`src/rtl/ps2_scancode_rx.sv`:
```
// ps2_scancode_rx: PS/2 host receiver turning set-2 frames into key make/break strobes
module ps2_scancode_rx #(
  parameter int FILTER  = 8,
  parameter int TIMEOUT = 56000
) (
  input  logic       clock,
  input  logic       reset,
  input  logic       ps2c,
  input  logic       ps2d,
  output logic       strb,
  output logic       make,
  output logic [7:0] code,
  output logic       ext,
  output logic       err
);
  localparam int TW = $clog2(TIMEOUT);
  typedef enum logic [2:0] {IDLE, DATA, PARITY, STOP, DECODE} state_t;
  state_t state, state_n;
  logic [1:0] c_sync, d_sync;
  logic [FILTER-1:0] filt;
  logic fclk, fclk_d, fall, d;
  logic [2:0] cnt, cnt_n, skip, skip_n;
  logic [7:0] sr, sr_n, code_n;
  logic [TW-1:0] tmo, tmo_n;
  logic par, par_n, brk, brk_n, exf, exf_n, strb_n, err_n, make_n, ext_n;
  assign fall = fclk_d & ~fclk;
  assign d = d_sync[1];
  always_ff @(posedge clock or negedge reset)
    if (!reset) begin
      c_sync <= '0;
      d_sync <= '0;
      filt   <= '1;
      fclk   <= 1'b1;
      fclk_d <= 1'b1;
      state  <= IDLE;
      cnt    <= '0;
      sr     <= '0;
      par    <= 1'b0;
      tmo    <= '0;
      brk    <= 1'b0;
      exf    <= 1'b0;
      skip   <= '0;
      strb   <= 1'b0;
      err    <= 1'b0;
      make   <= 1'b1;
      code   <= '0;
      ext    <= 1'b0;
    end else begin
      c_sync <= {c_sync[0], ps2c};
      d_sync <= {d_sync[0], ps2d};
      filt   <= {filt[FILTER-2:0], c_sync[1]};
      fclk   <= (&filt) | (fclk & |filt);
      fclk_d <= fclk;
      state  <= state_n;
      cnt    <= cnt_n;
      sr     <= sr_n;
      par    <= par_n;
      tmo    <= tmo_n;
      brk    <= brk_n;
      exf    <= exf_n;
      skip   <= skip_n;
      strb   <= strb_n;
      err    <= err_n;
      make   <= make_n;
      code   <= code_n;
      ext    <= ext_n;
    end
  always_comb begin
    state_n = state;
    cnt_n   = cnt;
    sr_n    = sr;
    par_n   = par;
    tmo_n   = tmo;
    brk_n   = brk;
    exf_n   = exf;
    skip_n  = skip;
    strb_n  = 1'b0;
    err_n   = 1'b0;
    make_n  = make;
    code_n  = code;
    ext_n   = ext;
    case (state)
      IDLE:
        if (fall) begin
          state_n = d ? IDLE : DATA;
          err_n   = d;
          cnt_n   = '0;
          tmo_n   = '0;
        end
      DATA, PARITY, STOP:
        if (fall) begin
          tmo_n = '0;
          if (state == DATA) begin
            sr_n    = {d, sr[7:1]};
            cnt_n   = cnt + 3'd1;
            state_n = (cnt == 3'd7) ? PARITY : DATA;
          end else if (state == PARITY) begin
            par_n   = d;
            state_n = STOP;
          end else if (d && (^sr ^ par)) begin
            state_n = DECODE;
          end else begin
            err_n   = 1'b1;
            brk_n   = 1'b0;
            exf_n   = 1'b0;
            state_n = IDLE;
          end
        end else if (tmo == TW'(TIMEOUT - 1)) begin
          err_n   = 1'b1;
          brk_n   = 1'b0;
          exf_n   = 1'b0;
          state_n = IDLE;
        end else begin
          tmo_n = tmo + TW'(1);
        end
      DECODE: begin
        state_n = IDLE;
        if (skip != 3'd0) begin
          skip_n = skip - 3'd1;
        end else if (sr == 8'hE1) begin
          skip_n = 3'd7;
          brk_n  = 1'b0;
          exf_n  = 1'b0;
        end else if (sr == 8'hF0) begin
          brk_n = 1'b1;
        end else if (sr == 8'hE0) begin
          exf_n = 1'b1;
        end else if (sr inside {8'hAA, 8'hFA, 8'hFE, 8'hEE, 8'h00, 8'hFF}) begin
          brk_n = 1'b0;
          exf_n = 1'b0;
        end else begin
          strb_n = 1'b1;
          code_n = sr;
          make_n = brk;
          ext_n  = exf;
          brk_n  = 1'b0;
          exf_n  = 1'b0;
        end
      end
      default: state_n = IDLE;
    endcase
  end
endmodule

```
`config.mk`:
```
export PLATFORM = sky130hd
export DESIGN_NAME = ps2_scancode_rx
export DESIGN_NICKNAME = d
export VERILOG_FILES = /design/src/rtl/ps2_scancode_rx.sv
export SDC_FILE = /design/constraint.sdc
export NUM_CORES = 1
export LEC_CHECK = 0
export CAP_MARGIN = 0
export CORE_MARGIN = 3
export CORE_UTILIZATION = 50
export CTS_CLUSTER_DIAMETER = 100
export CTS_CLUSTER_SIZE = 25
export DETAILED_ROUTE_END_ITERATION = 8
export PLACE_DENSITY_LB_ADDON = 0.1
export SYNTH_ARGS = -nofsm -noshare
export SYNTH_HDL_FRONTEND = slang
export SYNTH_SLANG_ARGS = --single-unit
export TNS_END_PERCENT = 10
```
`constraint.sdc`:
```
create_clock -name clock -period 3.89 [get_ports clock]
set_input_delay 0.389 -clock clock [delete_from_list [all_inputs] [get_ports clock]]
set_output_delay 0.389 -clock clock [all_outputs]
set_load 0.05 [all_outputs]
```
# Word-level counts from Yosys, hierarchy flattened
# Cells that the tools add are included.
# W data, S select, Z words.
dict set report classes {
  n_addsub 3
  div 0
  order_cmp 0
  mul 0
  n_eq_ne 25
  mux 47
  reduce_logical 21
  n_bitwise 11
  shift 0
}
# cell n
set ops {}
lappend ops {{$eq A8 B8 Y1 const B} 8}
lappend ops {{$mux W16} 3}
lappend ops {{$mux W3} 11}
lappend ops {{$pmux W16 S2} 1}
lappend ops {{$mux W1} 26}
lappend ops {{$ne A3 B3 Y1 const B} 6}
lappend ops {{$add A16 B1 Y16 const B} 1}
lappend ops {{$eq A16 B16 Y1 const B} 1}
lappend ops {{$reduce_and A7 Y1} 2}
lappend ops {{$pmux W3 S2} 2}
lappend ops {{$logic_not A8 Y1} 1}
lappend ops {{$ne A2 B2 Y1 const B} 4}
lappend ops {{$reduce_and A4 Y1} 2}
lappend ops {{$reduce_and A8 Y1} 1}
lappend ops {{$reduce_or A8 Y1} 1}
lappend ops {{$reduce_xor A8 Y1} 1}
lappend ops {{$not A1 Y1} 7}
lappend ops {{$eq A3 B2 Y1 const B} 2}
lappend ops {{$eq A3 B3 Y1 const B} 2}
lappend ops {{$pmux W1 S2} 3}
lappend ops {{$reduce_and A3 Y1} 2}
lappend ops {{$reduce_and A6 Y1} 1}
lappend ops {{$reduce_bool A2 Y1} 3}
lappend ops {{$reduce_bool A6 Y1} 1}
lappend ops {{13 further kinds} 15}
dict set report word_totals {
  output_inout_bits 12
  ram_bits 0
  register_bits 62
  latchBits 0
  rom_bits 0
  memories 0
}

# Depth between registers and ports, before layout
dict set report logic_depth {
  word_depth 8
  ltp_mapped 8
  depth_no_buf 7
}

# Worst setup path after synthesis
# Ideal clock, no wire load.
dict set report synth_path {
  path_kind {register -> register}
  from {register sr[3]}
  to {register code[0]}
  arrival_ns 1.892
  slack_ns 1.874
  n_path_buf 1
  path_stages_with_launch 8
  path_cell_list {dfrtp_1 -> ha_1 -> a22o_1 -> nand2_1 -> o21ai_1 -> a2111oi_2 -> buf_4 -> mux2_2}
}
dict set report synth_between {
  elab_chain_len 4
}
# item line
set synth_rtl {}
lappend synth_rtl {{start: declaration} 23} ;# logic [7:0] sr, sr_n, code_n;
lappend synth_rtl {{start signal: assignment} 56} ;# sr <= sr_n;
lappend synth_rtl {{$eq A8 B8 Y1 / $logic_not A8 Y1 (equally long branches)} 128} ;# end else if (sr inside {8'hAA, 8'hFA, 8'hFE, 8'hEE, 8'h00, 8'hFF}) begin
lappend synth_rtl {{$reduce_bool A6 Y1} 128}
lappend synth_rtl {{$not A1 Y1 (no line)} -}
lappend synth_rtl {{$reduce_and A6 Y1 (no line) *} -}
lappend synth_rtl {{end signal: assignment} 65} ;# code <= code_n;
lappend synth_rtl {{end: declaration} 12} ;# output logic [7:0] code,
# Mark *: on every way between the ends. The rest lies on a longest branch, timed or not.
# A chain may end at the register's enable or synchronous reset.

# Worst setup path in the final report
dict set report layout_path {
  from {register sr[6]}
  to {register exf}
}
dict set report layout_between {
  elab_chain_len 6
}
# item line
set layout_rtl {}
lappend layout_rtl {{$eq A8 B8 Y1} 126} ;# end else if (sr == 8'hE0) begin
lappend layout_rtl {{$mux W1} 126}
lappend layout_rtl {{$mux W1} 124} ;# end else if (sr == 8'hF0) begin
lappend layout_rtl {{$mux W1} 120} ;# end else if (sr == 8'hE1) begin
lappend layout_rtl {{$mux W1} 118} ;# if (skip != 3'd0) begin
lappend layout_rtl {{$pmux W1 S2} 82} ;# case (state)
lappend layout_rtl {{end signal: assignment} 60} ;# exf <= exf_n;
lappend layout_rtl {{end: declaration} 25} ;# logic par, par_n, brk, brk_n, exf, exf_n, strb_n, err_n, make_n, ext_n;
# Parallel ways exist; a longest one is shown, timed or not. The select of a mux whose other input is x is not followed.

==> flow_summary.rst <==
.. list-table::
   :header-rows: 1

   * - Metric
     - Value
   * - IO buf count
     - 15
   * - Max-slew violations
     - 0
   * - Most frequent cells in the layout
     - sky130_fd_sc_hd__dfrtp_1 (51), sky130_fd_sc_hd__nand2_1 (34), sky130_fd_sc_hd__o21ai_0 (23)
   * - Post-placement cell count
     - 374
   * - GR Util All Layers
     - 0.1711
   * - Post-CTS Setup Repair Bufs
     - 0
   * - Number of buffers on the longest clock path
     - 2
   * - Area of the core
     - between 5000 and 6000 µm²
   * - Met3 track utilization from global routing
     - 0.04416
   * - Detailed placement HPWL
     - around 4 mm
   * - Required time of the critical path
     - 4080 ps
   * - Unrepaired setup endpoints after global routing
     - false
   * - Count of cell types in the netlist
     - 50
   * - Area of the multi-input gates
     - between 1000 and 1500 µm²
   * - Cell chosen for the clock root
     - sky130_fd_sc_hd__clkbuf_8
   * - Top-Level Pins
     - 16
   * - Routed via count divided by cell count
     - 5.597
   * - TNS Setup
     - 0 ps
   * - Fraction of registers with async set/reset
     - 1.000
   * - Final hold viol count
     - 0
   * - Count of hold buffers inserted by post-cts repair
     - 0
   * - First-pass GRT wire length
     - roughly 9.9 mm
   * - Largest fanout of any net on the critical path
     - 4
   * - Worst r2r src
     - sr[6]$_DFFE_PN0P_
   * - Worst hold-check path type
     - input port to async pin
   * - Share of post-route cells with drive strength above 1
     - 0.1509
   * - IR Drop Worst-Case VDD
     - between 0.2 and 0.3 mV
   * - Met1 track demand over resource
     - 0.2433
   * - Diodes inserted
     - 0
   * - Starting utilization of the core area
     - 0.5376
   * - Remaining number of nets flagged by the antenna check after routing
     - 0
   * - PwrDens
     - between 400 and 500 nW/µm²
   * - Insertion delay to the later sink of the worst-skew pair
     - ~330 ps
   * - Detailed Routing Iterations Pass 1
     - 4
   * - End of the worst register-to-register path
     - exf$_DFFE_PN0P_
   * - Clock transition at path regs
     - 70 ps
   * - Vert. Die Dim
     - 84.35 µm
   * - Final Net Count
     - 335
   * - Most frequent standard cell in the layout excluding fill and tap cells
     - sky130_fd_sc_hd__dfrtp_1
   * - Synthesized netlist net count
     - 313
   * - Worst-Margin Slew
     - 908.4 ps
   * - Reg2Reg Depth
     - 7
   * - Total power of the final layout
     - 1594 µW
   * - Slack of the worst reg-to-reg path
     - between 1500 and 2000 ps
   * - Yosys reg bits
     - 62
   * - Minimum period implied by the final worst setup slack
     - 2143 ps
   * - Kind of launch point of the worst setup path
     - flop
   * - Sequential cell area
     - 1565 µm²
   * - Filler Cell Count
     - 493
   * - Grt total ovfl
     - 0
   * - Portion of the post-synthesis area used by sequential elements
     - 0.5100
   * - Final std cells w/o fill
     - 390
   * - Global-route met2 utilization
     - 0.2539
   * - Clock Skew
     - 6.826 ps
   * - Clock tree from TritonCTS
     - built
   * - Run status
     - complete, no violations
   * - Resized Gates After CTS
     - 0
   * - Area of the mapped netlist
     - between 3000 and 4000 µm²
   * - Count of unresolved DRC violations after routing
     - 0
   * - Via count of the first global-routing pass
     - between 2000 and 2500
   * - Primary FF master, synth
     - sky130_fd_sc_hd__dfrtp_1
   * - Count of H-tree levels built during CTS
     - 3
   * - Count of clock tree sinks
     - 62
   * - Fraction of the cycle the final worst path needs
     - 0.5508
   * - Count of mapped cells out of synthesis
     - 291
   * - Max Cap Violations
     - 0
   * - Leakage power
     - 0.001516 µW
   * - Number of antenna violations at the first check in global routing
     - 0
   * - Die area
     - 7114 µm²
   * - Most congested layer reported by global routing
     - met2
   * - Number of flops mapped to enable cells by yosys
     - 0
   * - Pin count of the biggest net entering global routing
     - 42
   * - Width of the die
     - 84.35 µm
   * - Mean Syn Cell Area
     - 10.55 µm²
   * - Core Rows
     - 27
   * - Final routed wirelength across all metal layers
     - between 5 and 6 mm
   * - CTS Buf Count
     - 9
   * - Arrival time reported for the critical path endpoint
     - ~2300 ps
   * - DR iter-0 viols
     - 74
   * - Top achievable clock speed
     - 0.4667 GHz
   * - Max_slew headroom
     - 0.3944
   * - Average routed wire per standard cell
     - 14.64 µm
   * - Number of warnings issued by yosys
     - 0
   * - Layout overhead on the synthesized area
     - 13.66%
   * - Vias after detailed routing
     - 2183
   * - Final setup violation count
     - 0
   * - Placer congestion estimate
     - 0.8426
   * - Critical path type
     - flop to flop
   * - Endpoint class of the critical path
     - flop
## report_power, final
group	leakage [µW]	internal (µW)	switching [µW]
clock	0.000104	336	259
combinational	0.000599	93.3	155
sequential	0.000812	688	62.6
total	0.00152	1120	476
## routing by layer
layer | wire (µm) | vias to the layer above
li1 | - | 1071
met1 | 2942 | 1074
met2 | 2509 | 29
met3 | 191 | 9
met4 | 65 | 0
met5 | 0 | -
## cell usage after synthesis, types with 3 or more instances
master                    number  area share
sky130_fd_sc_hd__nor2_1       19       0.023
sky130_fd_sc_hd__dfrtp_1      51        0.42
sky130_fd_sc_hd__ha_1         18       0.073
sky130_fd_sc_hd__dfstp_2      11       0.094
sky130_fd_sc_hd__o31ai_1       4      0.0098
sky130_fd_sc_hd__nor3_1        7       0.011
sky130_fd_sc_hd__mux2_2        9       0.033
sky130_fd_sc_hd__inv_1        14       0.017
sky130_fd_sc_hd__nand3_1      15       0.024
sky130_fd_sc_hd__xnor2_1       9       0.026
sky130_fd_sc_hd__nor4_1        5       0.010
sky130_fd_sc_hd__nor2b_1       4      0.0082
sky130_fd_sc_hd__o21ai_0      23       0.038
sky130_fd_sc_hd__nand2_1      34       0.042
sky130_fd_sc_hd__mux2_1        3       0.011
sky130_fd_sc_hd__a21oi_1      16       0.026
sky130_fd_sc_hd__nand4_1       5       0.010
sky130_fd_sc_hd__and3_1        3      0.0061
sky130_fd_sc_hd__buf_4         3      0.0073
## critical path, stage by stage, from the launching register on
cell and delay (ps):
sky130_fd_sc_hd__dfrtp_1 400, sky130_fd_sc_hd__inv_1 100, sky130_fd_sc_hd__ha_1 310, sky130_fd_sc_hd__xnor2_1 200
sky130_fd_sc_hd__xnor2_1 160, sky130_fd_sc_hd__xnor2_1 130, sky130_fd_sc_hd__a2111oi_0 550, sky130_fd_sc_hd__a21oi_1 160
## kinds of logic (layout without fill, tap and decap cells)
| group | after synthesis | count (layout) | share of synthesized area |
|---|---|---|---|
| AO/OA/AOI/OAI | 59 | 59 | 0.1170 |
| flip-flops | 62 | 62 | 0.5100 |
| AND/OR/NAND/NOR | 108 | 108 | 0.1892 |
| buffers and inverters | 21 | 48 | 0.03506 |
| XOR/XNOR | 11 | 11 | 0.03139 |
| adder cells (fa/ha/maj) | 18 | 18 | 0.07338 |
| multiplexers | 12 | 12 | 0.04403 |
## worst max path at each step
stage / startpoint / end / slack, ps / cells after the start
5_1_grt: tmo[0]$_DFFE_PN0P_ / tmo[6]$_DFFE_PN0P_ / 1590 / 6
3_3_place_gp: sr[7]$_DFFE_PN0P_ / code[5]$_DFFE_PN0P_ / 1790 / 7
2_1_floorplan: sr[3]$_DFFE_PN0P_ / code[0]$_DFFE_PN0P_ / 1870 / 7
3_5_place_dp: skip[0]$_DFFE_PN0P_ / code[5]$_DFFE_PN0P_ / 1770 / 7
4_1_cts: skip[0]$_DFFE_PN0P_ / code[2]$_DFFE_PN0P_ / 1740 / 7
6_report: sr[6]$_DFFE_PN0P_ / exf$_DFFE_PN0P_ / 1750 / 7
## state kept, by name (all words and copies together), names as in the netlist
signal,cells
fclk_d,1
skip,3
c_sync,2
par,1
filt,8
d_sync,2
cnt,3
exf,1
fclk,1
make,1
sr,8
strb,1
err,1
ext,1
brk,1
tmo,16
state,3
code,8
## final cells by class
cell class / instances / share of cell area
clock buffer: 10 / 0.04268
multi-input combinational: 208 / 0.4003
inverter: 14 / 0.01506
timing repair buffer: 18 / 0.04806
tap: 72 / 0.02582
clock inverter: 6 / 0.01937
sequential: 62 / 0.4487
## stage by stage
stage / worst slack, ps / util / hold WS, ps / cell area, µm²
6_report: 1747 / 0.6110 / 187.1 / 3488
3_3_place_gp: 1790 / 0.5731 / 336.4 / 3272
5_1_grt: 1591 / 0.6110 / 224.2 / 3488
2_1_floorplan: 1874 / - / 93.41 / 3069
3_5_place_dp: 1767 / 0.5731 / 337.3 / 3272
4_1_cts: 1740 / 0.6110 / 202.2 / 3488
No activity file was read; power rests on OpenSTA's default activity.
